===== src/rtl/mem_access_unit.sv =====
`default_nettype none
// +----------------------------------------------------------------------------+
// | mem_access_unit : LW/SW data-memory stage with wait states and error flags |
// | Optional feature: define MEM_BYTE_EN for per-byte store enables (req_be).   |
// | Rev 1.0 - initial release                                                  |
// +----------------------------------------------------------------------------+
module mem_access_unit #(
  parameter int DEPTH       = 256,
  parameter int WAIT_STATES = 1
) (
  input  logic        clock,
  input  logic        reset,
  input  logic        req_valid,
  output logic        req_ready,
  input  logic        req_write,
  input  logic [15:0] req_addr,
  input  logic [15:0] req_wdata,
`ifdef MEM_BYTE_EN
  input  logic [1:0]  req_be,
`endif
  output logic        rsp_valid,
  output logic [15:0] rsp_rdata,
  output logic        rsp_err,
  output logic        busy
);

  localparam int          AW      = (DEPTH > 1) ? $clog2(DEPTH) : 1;
  localparam logic [3:0]  c_ws    = 4'(WAIT_STATES);
  localparam logic [16:0] c_depth = 17'(DEPTH);

  typedef enum logic [1:0] {S_IDLE, S_WAIT, S_RESP} state_t;

  state_t      r_state, w_next;
  logic [3:0]  r_cnt;
  logic        r_write;
  logic [15:0] r_addr;
  logic [15:0] r_wdata;
  logic [15:0] r_mem [DEPTH];

  logic        w_accept, w_access;
  logic        w_write, w_err, w_we;
  logic [15:0] w_addr, w_wdata, w_rdata;
  logic [1:0]  w_be;
  logic [AW-1:0] w_idx;

  always_ff @(posedge clock or posedge reset) begin
    if (reset) r_state <= S_IDLE;
    else       r_state <= w_next;
  end

  always_comb begin
    w_next    = r_state;
    req_ready = 1'b0;
    busy      = 1'b1;
    rsp_valid = 1'b0;
    w_accept  = 1'b0;
    w_access  = 1'b0;
    case (r_state)
      S_IDLE: begin
        req_ready = 1'b1;
        busy      = 1'b0;
        if (req_valid) begin
          w_accept = 1'b1;
          // With no wait states the accept edge doubles as the access edge.
          if (c_ws == 4'd0) begin
            w_access = 1'b1;
            w_next   = S_RESP;
          end else begin
            w_next = S_WAIT;
          end
        end
      end
      S_WAIT: begin
        if (r_cnt == 4'd1) begin
          w_access = 1'b1;
          w_next   = S_RESP;
        end
      end
      S_RESP: begin
        rsp_valid = 1'b1;
        w_next    = S_IDLE;
      end
      default: w_next = S_IDLE;
    endcase
  end

  // Operands come straight from the request port only on a zero-wait accept.
  assign w_write = (r_state == S_IDLE) ? req_write : r_write;
  assign w_addr  = (r_state == S_IDLE) ? req_addr  : r_addr;
  assign w_wdata = (r_state == S_IDLE) ? req_wdata : r_wdata;
  assign w_idx   = w_addr[AW:1];
  assign w_err   = w_addr[0] | ({2'b00, w_addr[15:1]} >= c_depth);
  assign w_rdata = r_mem[w_idx];
  assign w_we    = w_access & w_write & ~w_err & ~reset;

`ifdef MEM_BYTE_EN
  logic [1:0] r_be;
  assign w_be = (r_state == S_IDLE) ? req_be : r_be;

  always_ff @(posedge clock or posedge reset) begin
    if (reset)         r_be <= 2'b00;
    else if (w_accept) r_be <= req_be;
  end
`else
  assign w_be = 2'b11;
`endif

  always_ff @(posedge clock or posedge reset) begin
    if (reset) begin
      r_cnt     <= 4'd0;
      r_write   <= 1'b0;
      r_addr    <= 16'h0000;
      r_wdata   <= 16'h0000;
      rsp_rdata <= 16'h0000;
      rsp_err   <= 1'b0;
    end else begin
      if (w_accept) begin
        r_cnt   <= c_ws;
        r_write <= req_write;
        r_addr  <= req_addr;
        r_wdata <= req_wdata;
      end else if (r_state == S_WAIT) begin
        r_cnt <= r_cnt - 4'd1;
      end
      if (w_access) begin
        rsp_err   <= w_err;
        rsp_rdata <= (w_err | w_write) ? 16'h0000 : w_rdata;
      end
    end
  end

  // RAM has no reset; contents survive a reset pulse.
  always_ff @(posedge clock) begin
    if (w_we) begin
      if (w_be[0]) r_mem[w_idx][7:0]  <= w_wdata[7:0];
      if (w_be[1]) r_mem[w_idx][15:8] <= w_wdata[15:8];
    end
  end

endmodule
`default_nettype wire


===== config.mk =====
export PLATFORM = sky130hd
export DESIGN_NAME = mem_access_unit
export DESIGN_NICKNAME = d
export VERILOG_FILES = /design/src/rtl/mem_access_unit.sv
export SDC_FILE = /design/constraint.sdc
export NUM_CORES = 2
export LEC_CHECK = 0
export BUFFER_PORTS_ARGS = -buffer_cell sky130_fd_sc_hd__buf_2
export CORE_MARGIN = 2
export CORE_UTILIZATION = 35
export CTS_BUF_LIST = sky130_fd_sc_hd__clkbuf_8
export CTS_CLUSTER_SIZE = 30
export DETAILED_ROUTE_END_ITERATION = 6
export GPL_TIMING_DRIVEN = 0
export PLACE_DENSITY = 0.59
export REMOVE_ABC_BUFFERS = 1
export SLEW_MARGIN = 20
export SYNTH_ARGS = -nofsm -noshare
export SYNTH_HDL_FRONTEND = slang
export SYNTH_SLANG_ARGS = --single-unit

===== constraint.sdc =====
create_clock -name clock -period 5.85 [get_ports clock]
set_input_delay 1.17 -clock clock [delete_from_list [all_inputs] [get_ports clock]]
set_output_delay 1.17 -clock clock [all_outputs]
set_load 0.005 [all_outputs]

Yosys cells after proc, flatten, opt, wreduce, memory -nomap -nowiden

Memories as Yosys holds them, arrays and structs flattened.
Index checks and enable logic that the tools add are counted.

Flip-flop bits (word level): 56
Latch bits: 0
RAM bits: 4096
Memory bits (read-only): 0
Bits of input ports: 36
Output and inout port bits: 20
Logic and storage cells: 43
Memories: 1

$add $sub $neg: 1
Multiply operators: 0
Div/mod/pow operators: 0
Order comparisons: 1
Equal/unequal tests: 5
Shifts and indexed selects: 0
Multiplexer cells: 18
Bitwise gates (word level): 7
Reduce and logical (&&, ||, !) cells: 3

Memory list:

| name  | depth | width | read ports | clocked after Yosys merged registers in | wr ports | RTL line | text |
|---|---|---|---|---|---|---|---|
| r_mem | 256   | 16    | 1          | 0                                       | 1        | 38       | `logic [15:0] r_mem [DEPTH];` |

Operator list:

| cell                                                                    | count |
|---|---|
| 16-bit two-way mux                                                      | 3 |
| 15-bit by 9-bit >= comparator with 1-bit output (second input constant) | 1 |
| 1-bit two-way mux                                                       | 10 |
| 4-bit two-way mux                                                       | 2 |
| 4-bit by 1-bit == test with 1-bit output (second input constant)        | 1 |
| 2-bit two-way mux                                                       | 2 |
| 2-bit inequality test (second input constant)                           | 2 |
| 2-bit one-hot mux with 2 select lines                                   | 1 |
| 4-bit by 1-bit subtractor with 4-bit output (second input constant)     | 1 |
| 1-bit bitwise AND                                                       | 3 |
| 2-bit by 1-bit == test with 1-bit output (second input constant)        | 1 |
| 2-bit == test (second input constant)                                   | 1 |
| 2-bit logical NOT                                                       | 1 |
| 1-bit inverter                                                          | 2 |
| 1-bit bitwise OR                                                        | 2 |
| 2-bit AND reduction                                                     | 1 |
| 2-bit nonzero test                                                      | 1 |

Depth between registers and ports, before layout

Depth in word-level cells: 9
Gate-level depth with buffers: 15
Mapped depth without buffers: 10

Worst setup path after synthesis

OpenSTA, ideal clock, no wires.

Path type: register to register
Start point: reg r_state[0]
End point: mem r_mem[0][10], data pin
Library setup time: 0.822 ns
Arrival: 5.065 ns
Setup slack: -0.038 ns
Cell stages (with the launch flop): 12
Path buffers: 7
Path through: dfrtp_1 > or2_1 > buf_6 > clkinv_4 > buf_12 > buf_8 > buf_6 > buf_4 > clkbuf_1 > buf_1 > nand2_1 > nand2_1

Cells in the longest elaborated chain, start to end: 2

RTL lines:

| what                   | RTL line | text |
|---|---|---|
| from (decl)            | 33       | `state_t r_state, w_next;` |
| from (signal assigned) | 48       | `else r_state <= w_next;` |
| 2-bit logical NOT      | 90       | `assign w_wdata = (r_state == S_IDLE) ? req_wdata : r_wdata;` |
| 16-bit two-way mux     | 90       |  |
| named net w_wdata[10]  | 42       | `logic [15:0] w_addr, w_wdata, w_rdata;` |
| to (decl)              | 38       |  |

The timed path passes the listed nets, and every way through them passes these cells.

Worst setup path after layout

Start point: reg r_state[0]
End point: reg rsp_rdata[13]

Cells in the longest elaborated chain, start to end: 6

RTL lines:

| what                                            | RTL line | text |
|---|---|---|
| 2-bit logical NOT                               | 88, 89   |  |
| 16-bit two-way mux                              | 89       | `assign w_addr = (r_state == S_IDLE) ? req_addr : r_addr;` |
| 15-bit by 9-bit >= comparator with 1-bit output | 92       | `assign w_err = w_addr[0] \| ({2'b00, w_addr[15:1]} >= c_depth);` |
| 1-bit bitwise OR                                | 92       |  |
| 1-bit bitwise OR                                | 127      | `rsp_rdata <= (w_err \| w_write) ? 16'h0000 : w_rdata;` |
| 16-bit two-way mux                              | 127      |  |
| to (signal assigned)                            | 127      |  |
| to (decl)                                       | 22       | `output logic [15:0] rsp_rdata,` |

Parallel ways exist; a longest one is shown, timed or not.
A chain may end at the register's enable or synchronous reset.

==> qor.csv <==
metric;value;unit
status;finished with violations;
failing checks;DRC, setup timing;
CTS tree;done;
Layout Cells excl Fill;15600;
Tot GR Track Use;19.7;%
mapped cell area;151000;um^2
Clock Path Buffers;4;
Num Clock Sinks;4152;
setup tns final;-70.0;ps
CTS Root Cell;clkbuf_8;
largest area contributor in the netlist;edfxtp_1;
Max Cap Viol;0;
area of the core;430000;um^2
Via-to-Cell Ratio;5.81;
CP max stage delay;990;ps
CP Capture Type;register;
number of H-tree levels;6;
WL per Instance;28.8;um
Antenna Violating Nets Remaining;0;
Async SR Flop Fraction;1.35;%
Final period util;101;%
global-route wire length before repair;629000;um
WP data arrival;7060;ps
final clock skew;60.8;ps
die height;661;um
detailed placer's ending HPWL;277000;um
DP Area;166000;um^2
Synth Register Bits;4152;
Slowest cell on crit path;o41ai_1;
LEAKAGE;54.1;nW
Post-Route WL;448000;um
cell count after synthesis;8788;
Cell Pwr Density;534;nW/um^2
antenna violations before repair;21;
Synth area leaders;edfxtp_1, o22ai_1, o21ai_0;
register area share after synthesis;82.3;%
fin nets;9367;
IO Port Bufs;55;
share of the synthesized area in the top cell type;81.4;%
Largest delay share family, worst path;compound AO/OA/AOI/OAI gates;
most frequent cells in the layout;edfxtp_1, o22ai_1, o21ai_0, clkbuf_8, a41oi_1;
RD Place Congestion;0.793;
EDFF count, synth;4096;
worst slack at placement;-430;ps
Initial Utilization;35.1;%
via count;90400;
# rows;241;
CP most frequent cell;buf_16;
clock latency on the worst-skew pair;1230;ps
final worst setup slack;-70.0;ps
I/O pin cnt;56;
Iteration-0 DRC Markers;13100;
Final min period;5920;ps
Area Overhead vs Synth;17.6;%
Yosys cell types;51;
dpl cells;14400;
Critical Path RT;6990;ps
critical-path cell list;or2_2, clkinv_8, o21a_4, buf_16, buf_16, buf_16, buf_16, o22ai_1, o21ai_0, a41oi_1, o41ai_1, nand3_1, o21ai_1;
CP Class;register to register;
area of the die;437000;um^2
vias in the first global route;87600;
CP Max Fanout;58;
Reg clk slew, reported paths;70;ps
Synth Flop Type;edfxtp_1;
largest net degree at the start of global routing;85;
Die Wd;661;um
total buffers and inverters traversed by the critical path;5;
Final setup viols;1;
critical path launch point type;register;
Num CTS Buffers;651;
Final Instance Area;178000;um^2
fillers;37500;
Final Hold Violating Endpoints;0;
Initial DRT Pass Iterations;7;
Syn Area/Cell;17.2;um^2
share of layout cells above drive strength 1;17.1;%
Synth Warn #;0;
VDD IR max;0.000522;V
Max Slew Vio Count;0;
RSZ-0062 raised after global routing;false;
Hold Crit Class;input port to register;
Slew Limit Headroom;12.5;%
Worst-Margin Slew;1310;ps
total gr overflow;0;
leading cell type in the layout, fill and taps excluded;edfxtp_1;
Residual DRC;4;
FMAX;169;MHz
-- power breakdown --
part	internal (mW)	total [mW]	switching [mW]
clock network	10.9	22.2	11.3
registers	39.0	39.3	0.261
logic	9.71	33.5	23.8
total	59.6	95.0	35.3
-- what timing repair did --
item,4_1_cts,5_1_grt
gates resized for setup,8,8
endpoints found under the hold margin,17,0
pin swaps,0,2
cloned,0,1
endpoints found under the setup margin,35,9
setup buffers,0,0
hold buffers,1,0
-- routing by layer --
| layer | global-route usage, % | up-vias | part of all wire, % |
|---|---|---|---|
| met5 | 0 | - | 0.0058 |
| met2 | 31.5 | 5363 | 47 |
| met1 | 25.9 | 46100 | 38 |
| met4 | 8.58 | 4 | 4.5 |
| met3 | 4.33 | 858 | 10 |
| li1 | - | 38000 | - |
-- worst paths after layout --
kind	from	endpoint	slack (ps)	cells after the start
worst max register to register	r_state[0]	rsp_rdata[13]	-70	13
max in group asynchronous	reset	r_wdata[6]	4690	4
worst max-delay path	r_state[0]	rsp_rdata[13]	-70	13
worst min-delay path	req_addr[13]	r_addr[13]	140	3
min in group asynchronous	reset	r_addr[14]	540	3
worst min register to register	r_wdata[11]	r_wdata[11]	480	2
-- synth_stat cells, types with 32 or more instances --
cell type	n
buf_6	32
nand2_1	189
dfrtp_1	56
a41oi_1	238
buf_4	62
edfxtp_1	4096
a22oi_1	128
o22ai_1	1924
buf_2	258
clkbuf_1	277
o21ai_1	40
nor2_1	259
o21ai_0	960
o41ai_1	44
a21oi_1	67
-- sequential cells by signal, summed over array words and instances (netlist names) --
name,count
rsp_err,1
rsp_rdata,16
r_addr,16
r_write,1
r_state,2
r_wdata,16
r_mem,4096
r_cnt,4
-- worst register-to-register path: stages, from the launching register on --
cell and delay, ps:
dfrtp_1 670, or2_2 640, clkinv_8 350, o21a_4 570, buf_16 310, buf_16 340, buf_16 310, buf_16 370
o22ai_1 130, o21ai_0 440, a41oi_1 380, o41ai_1 990, nand3_1 170, o21ai_1 160
-- cells by family after synthesis --
group | Yosys count | synth area share [%]
buffers and inverters | 652 | 2.18
multiplexers | 1 | 0.00662
flip-flops | 4152 | 82.3
adder cells (fa/ha/maj) | 2 | 0.0166
AND/OR/NAND/NOR | 546 | 1.51
AO/OA/AOI/OAI | 3435 | 14.0
-- cell type report --
type / instances / area, um^2 / share of cell area [%]
clock buffers: 667 / 9180 / 5.17
clock inverters: 487 / 2440 / 1.37
repair buffers: 529 / 9230 / 5.20
diodes: 17 / 42.5 / 0.0239
well taps: 5710 / 7140 / 4.02
inverters: 10 / 52.6 / 0.0296
multi-input cells: 3985 / 25200 / 14.2
flip-flops and latches: 4152 / 124000 / 70.0
-- metrics by stage --
stage                     util, %  power [mW]  hold WS [ps]
after floorplan                 -        52.6           445
after global placement       36.1        54.5           474
after detailed placement     38.6        72.5           468
after CTS                    41.3        94.5          68.7
after global routing         41.3        97.7           130
final                        41.3        95.0           141
No activity file was read; power rests on OpenSTA's default activity.
